$ cat src/rtl/logic_clock_domain_crossing_arbiter.sv
// Packet-aware round-robin arbiter feeding one CDC FIFO Rx port.
// Ports: aclk/reset; rx_t* per requester in; tx_t* shared out with tx_tid.
module logic_clock_domain_crossing_arbiter #(
  parameter int INPUTS   = 4,
  parameter int WIDTH    = 8,
  parameter int ID_WIDTH = (INPUTS > 1) ? $clog2(INPUTS) : 1
) (
  input  logic                           aclk,
  input  logic                           reset,
  input  logic [INPUTS-1:0]              rx_tvalid,
  input  logic [INPUTS-1:0]              rx_tlast,
  input  logic [INPUTS-1:0][WIDTH-1:0]   rx_tdata,
  output logic [INPUTS-1:0]              rx_tready,
  input  logic                           tx_tready,
  output logic                           tx_tvalid,
  output logic                           tx_tlast,
  output logic [WIDTH-1:0]               tx_tdata,
  output logic [ID_WIDTH-1:0]            tx_tid
);

  typedef enum logic {
    IDLE,
    LOCKED
  } state_t;

  localparam logic [ID_WIDTH-1:0] LAST_ID = ID_WIDTH'(INPUTS - 1);

  state_t              state, state_d;
  logic [ID_WIDTH-1:0] grant, grant_d;
  logic [ID_WIDTH-1:0] ptr, ptr_d;
  logic [ID_WIDTH-1:0] pick;
  logic                found;
  logic                can_load;
  logic                accept;

  function automatic logic [ID_WIDTH-1:0] wrap_inc(
    input logic [ID_WIDTH-1:0] v
  );
    return (v == LAST_ID) ? '0 : v + ID_WIDTH'(1);
  endfunction

  // Cyclic search starting at ptr; first valid requester wins.
  always_comb begin
    logic [ID_WIDTH-1:0] idx;
    found = 1'b0;
    pick  = ptr;
    idx   = ptr;
    for (int i = 0; i < INPUTS; i++) begin
      if (!found && rx_tvalid[idx]) begin
        found = 1'b1;
        pick  = idx;
      end
      idx = wrap_inc(idx);
    end
  end

  // Output register can take a beat when empty or draining this cycle.
  assign can_load = !tx_tvalid || tx_tready;
  assign accept   = (state == LOCKED) && rx_tvalid[grant] && can_load;

  always_comb begin
    rx_tready = '0;
    if (state == LOCKED) begin
      rx_tready[grant] = can_load;
    end
  end

  always_comb begin
    state_d = state;
    grant_d = grant;
    ptr_d   = ptr;
    unique case (state)
      IDLE: begin
        if (found) begin
          state_d = LOCKED;
          grant_d = pick;
        end
      end
      LOCKED: begin
        if (accept && rx_tlast[grant]) begin
          state_d = IDLE;
          ptr_d   = wrap_inc(grant);
        end
      end
      default: state_d = IDLE;
    endcase
  end

  always_ff @(posedge aclk) begin
    if (reset) begin
      state <= IDLE;
      grant <= '0;
      ptr   <= '0;
    end else begin
      state <= state_d;
      grant <= grant_d;
      ptr   <= ptr_d;
    end
  end

  always_ff @(posedge aclk) begin
    if (reset) begin
      tx_tvalid <= 1'b0;
      tx_tlast  <= 1'b0;
      tx_tdata  <= '0;
      tx_tid    <= '0;
    end else if (accept) begin
      tx_tvalid <= 1'b1;
      tx_tlast  <= rx_tlast[grant];
      tx_tdata  <= rx_tdata[grant];
      tx_tid    <= grant;
    end else if (tx_tready) begin
      tx_tvalid <= 1'b0;
    end
  end

endmodule
$ cat config.mk
export PLATFORM = sky130hd
export DESIGN_NAME = logic_clock_domain_crossing_arbiter
export DESIGN_NICKNAME = d
export VERILOG_FILES = /design/src/rtl/logic_clock_domain_crossing_arbiter.sv
export SDC_FILE = /design/constraint.sdc
export NUM_CORES = 1
export LEC_CHECK = 0
export CORE_MARGIN = 2
export CORE_UTILIZATION = 30
export CTS_BUF_LIST = sky130_fd_sc_hd__clkbuf_2
export DETAILED_ROUTE_END_ITERATION = 10
export PLACE_DENSITY_LB_ADDON = 0.25
export SLEW_MARGIN = 20
export SYNTH_ARGS = -nofsm -noshare
export SYNTH_HDL_FRONTEND = slang
export SYNTH_SLANG_ARGS = --single-unit
$ cat constraint.sdc
create_clock -name aclk -period 3.8 [get_ports aclk]
set_input_delay 0.76 -clock aclk [delete_from_list [all_inputs] [get_ports aclk]]
set_output_delay 0.76 -clock aclk [all_outputs]
set_load 0.05 [all_outputs]
Word-level counts from Yosys, hierarchy flattened
Index checks and enable logic that the tools add are counted.
{ "op_classes": {"magnitude_cmp": 6, "bitwise": 2, "n_mux": 33, "n_eq_ne": 4, "n_reduce_logical": 15, "n_addsub": 4} }
{ "op_table": {"columns": ["op", "count"], "rows": [
  ["binary-select mux 8 bit (select 2 bit)", 1],
  ["< comparator 2 x 3 -> 1 bit, second input constant", 5],
  ["two-way mux 1 bit", 15],
  ["two-way mux 2 bit", 7],
  ["binary-select mux 1 bit (select 2 bit)", 6],
  ["adder 2 x 1 -> 2 bit, second input constant", 4],
  ["equality test 2 bit, second input constant", 4],
  ["two-way mux 8 bit", 1],
  ["logical AND 1 bit", 7],
  ["AND 4 bit", 1],
  ["logical NOT 1 bit", 4],
  ["two-way mux 4 bit", 1],
  ["AND reduction 2 bit", 2],
  ["demux 1 bit (select 2 bit)", 1],
  [">= comparator 2 x 1 -> 1 bit, second input constant", 1],
  ["one-hot mux 1 bit (2 select lines)", 1],
  ["nonzero test 2 bit", 1],
  ["logical OR 1 bit", 1],
  ["NOT 1 bit", 1]
]} }
{ "totals": {"out_inout_bits": 16, "inputBits": 43, "regBits": 17, "wordCells": 71} }

Logic depth before layout (Yosys ltp)
{ "logic_depth": {"ltp_word": 14, "ltp_mapped": 8, "ltp_nobuf": 7} }

Least setup slack after synthesis
OpenSTA, ideal clock, no wires.
{ "synth_path": {"path_type": "in2reg", "start": "input rx_tvalid[2]", "end": "register tx_tdata[2]", "path_slack_ns": 1.633, "cell_stages": 6, "path_buffers": 2, "t_required_ns": 3.672, "arrival_ns": 2.039, "cell_sequence": "buf_2 -> mux4_2 -> nand2_1 -> buf_2 -> mux2i_1 -> nor2_1"} }
{ "synth_between": {"elab_chain_len": 4} }
{ "synth_rtl": {"columns": ["element", "line_no", "text"], "rows": [
  ["start, declared", "10", "input logic [INPUTS-1:0] rx_tvalid,"],
  ["binary-select mux 1 bit (select 2 bit)", "59", "assign accept = (state == LOCKED) && rx_tvalid[grant] && can_load;"],
  ["two-way mux 1 bit (implied by the code)", "59", null],
  ["logical AND 1 bit (2 in a row)", "59", null],
  ["end signal, assigned", "110", "tx_tdata <= rx_tdata[grant];"],
  ["end, declared", "17", "output logic [WIDTH-1:0] tx_tdata,"]
]} }
No other way between the ends. The select of a mux whose other input is x is not followed.
A chain may end at the register's enable or synchronous reset.

Worst setup path after layout
{ "layout_path": {"start": "input tx_tready", "end": "output rx_tready[3]"} }
{ "layout_between": {"elab_chain_len": 3} }
{ "layout_rtl": {"columns": ["element", "line_no", "text"], "rows": [
  ["start, declared", "14", "input logic tx_tready,"],
  ["logical OR 1 bit", "58", "assign can_load = !tx_tvalid || tx_tready;"],
  ["AND 4 bit (no line)", null, null],
  ["two-way mux 4 bit", "63", "if (state == LOCKED) begin"],
  ["end, declared", "13", "output logic [INPUTS-1:0] rx_tready,"]
]} }
No other way between the ends.

==> flow_summary.ini <==
[clock_network]
clockRootBuffer = clkbuf_2
htreeDepth = 1
cts_num_sinks = 17
numCtsBuffers = 3
clock_path_buffers = 2
cts_tree = done
cts-hold-fix-buffers = 0
cts.clk_slew.worst_paths_ns = 0.18
ctsResizeCount = 0
insertion_delay_ns = 0.30
post_cts_buffers = 0

[critical_path]
critical_path.max_fanout = 6
cp_top_family = buffers and inverters
worstSetupEndpointType = output port
worst_path_max_delay_cell = clkdlybuf4s50_1
crit_type = in2out
crit_top_cell = clkdlybuf4s50_1
crit_arrival_ns = 2.42
path_cells = clkdlybuf4s50_1 -> nand2b_1 -> and3_1 -> clkdlybuf4s50_1
slowest_delay_ns = 0.81
critPathBufInv = 2
cp.required_ns = 3.04
worstSetupStartpointType = input pin

[final_layout]
fin_util = 0.456
final_nets = 251
area_growth_pct = 43.6
seq_area_um2 = 340
num-fill-cells = 418
drive_gt1_frac = 0.119
antenna_cells = 0
multiInputGateArea_um2 = 968

[placed_design]
io_buffers = 58
hpwl_um = 2740
gp_congestion = 0.789

[die]
die_h_um = 72.3
dieArea_um2 = 5230
initial_core_util = 0.317
io_pins = 59
die_w_um = 72.3
rows = 24
coreArea_um2 = 4410

[pwr]
power.total_w = 0.000637
p_leak_nw = 0.762
power.density_nw_per_um2 = 317
ir_worst_vdd_uv = 128

[drt]
drcViolationCount = 0
first_pass_iters = 4
ant_nets = 0
dr_total_vias = 1356
drt-initial-drc-count = 157
totalWireLength_um = 3640
routed_via_density = 5.34
wl_per_cell_um = 14.3

[sta]
skew_ns = 0.0112
fin_crit_ns = 3.18
drv_slew = 0
fin_crit_sh = 0.837
max_slew.worst_pin.slew_ns = 0.673
hold_viol = 0
setup_viol = 0
rsz0062_at_grt = no
slew_headroom = 0.550
fin_setup_tns_ns = 0
fmax_mhz = 314

[yosys]
ys_ff_latch = 17
synth.avg_cell_area_um2 = 9.28
ys_warn_count = 0
synth_area_um2 = 1400
synth.distinct_cells = 45
synth_nets = 199
synth-edff-count = 0
synth-main-ff-cell = dfxtp_1
synth_seq_area_share = 0.243
synth_cells = 151
async_flop_share = 0

[global_routing]
use_met1 = 0.194
grt.total_usage = 0.151
grt_overflow_total = 0
grt_first_pass_wirelength_um = 6290
grt_use_met2 = 0.253
grt_max_degree = 23
grt_pass1_vias = 1312
antenna_found_initial = 0
busiest_layer = met2
grt_use_met3 = 0.0417

[run_status]
status = finished, final reports clean

[job]
maxCapViolations = 0

[hold_path]
hold_path.class = reg2reg
==> registers in the layout (all words and copies together) (netlist names) <==
signal / flops
tx_tdata: 8
state: 1
tx_tvalid: 1
tx_tid: 2
grant: 2
ptr: 2
tx_tlast: 1
==> per-layer routing <==
layer  up-vias  wire (µm)
met3         2        286
met4         0         13
met2        52       1790
met1       638       1550
met5         -          0
li1        664          -
==> cells in the final DEF (no fill, tap or decap), drive strengths merged, types with 2 or more instances in the layout <==
cell / n
nor3: 2
nor2b: 5
nor2: 22
and2: 2
dfxtp: 17
buf: 2
nand3b: 2
mux2i: 12
clkbuf: 3
a21oi: 10
a221oi: 3
mux4: 11
and3: 4
nand2: 8
o21ai: 2
a211oi: 2
ha: 5
clkdlybuf4s50: 58
inv: 6
o211ai: 3
o41ai: 2
nor3b: 4
==> stage by stage <==
step / cells / hold slack, ns / setup slack, ns / instance area [µm²]
finish: 254 / 0.470 / 0.618 / 2010
global route: 254 / 0.506 / 0.531 / 2010
CTS: 254 / 0.472 / 0.610 / 2010
detailed placement: 250 / 0.450 / 0.633 / 1990
global placement: 250 / 0.450 / 0.608 / 1990
floorplan: 151 / 0.501 / 1.63 / 1400
==> cells by family after synthesis <==
group	Yosys count	synth area share
buffers and inverters	19	0.0661
adders and majority gates	5	0.0446
xor gates and xnor gates	1	0.00625
AOI/OAI and AO/OA	31	0.176
DFF	17	0.243
and+or+nand+nor	55	0.202
muxes	23	0.263
==> final timing paths <==
path                                       startpoint                     to  slack, ns  cells past startpoint
worst max-delay path                        tx_tready           rx_tready[3]       0.62                      4
worst min-delay path            tx_tlast$_SDFFE_PP0P_  tx_tlast$_SDFFE_PP0P_       0.47                      2
worst max register to register    ptr[1]$_SDFFE_PP0P_  grant[0]$_SDFFE_PP0P_       1.07                      7
worst min register to register  tx_tlast$_SDFFE_PP0P_  tx_tlast$_SDFFE_PP0P_       0.47                      2
==> tightest hold or removal path: stages (launching register included) <==
cell and delay (ns):
dfxtp_1 0.35, nand2_1 0.05, a21oi_1 0.05
==> power by group <==
part / internal [W] / leakage [nW] / switching (W)
clock: 0.0000238 / 0.0164 / 0.0000596
combinational: 0.000162 / 0.607 / 0.000173
sequential: 0.000197 / 0.139 / 0.0000214
total: 0.000383 / 0.762 / 0.000254
==> cell type report <==
type,instances,share of cell area
multi-input combinational,115,0.481
timing repair buffer,60,0.296
sequential,17,0.169
tap,52,0.0323
inverter,6,0.0112
clock buffer,3,0.00746
clock inverter,1,0.00249
==> synthesized netlist by cell type, drive strengths merged (3+ instances only) <==
| cell type | number | area share |
|---|---|---|
| mux4 | 11 | 0.18 |
| and3 | 4 | 0.018 |
| nor3b | 4 | 0.021 |
| a221oi | 3 | 0.023 |
| mux2i | 12 | 0.086 |
| a21oi | 10 | 0.038 |
| o211ai | 3 | 0.020 |
| buf | 11 | 0.045 |
| dfxtp | 17 | 0.24 |
| ha | 5 | 0.045 |
| nand2 | 8 | 0.021 |
| nor2 | 22 | 0.059 |
| inv | 6 | 0.016 |
| nor2b | 5 | 0.022 |
Note: power is estimated with default switching activity, not from simulation.
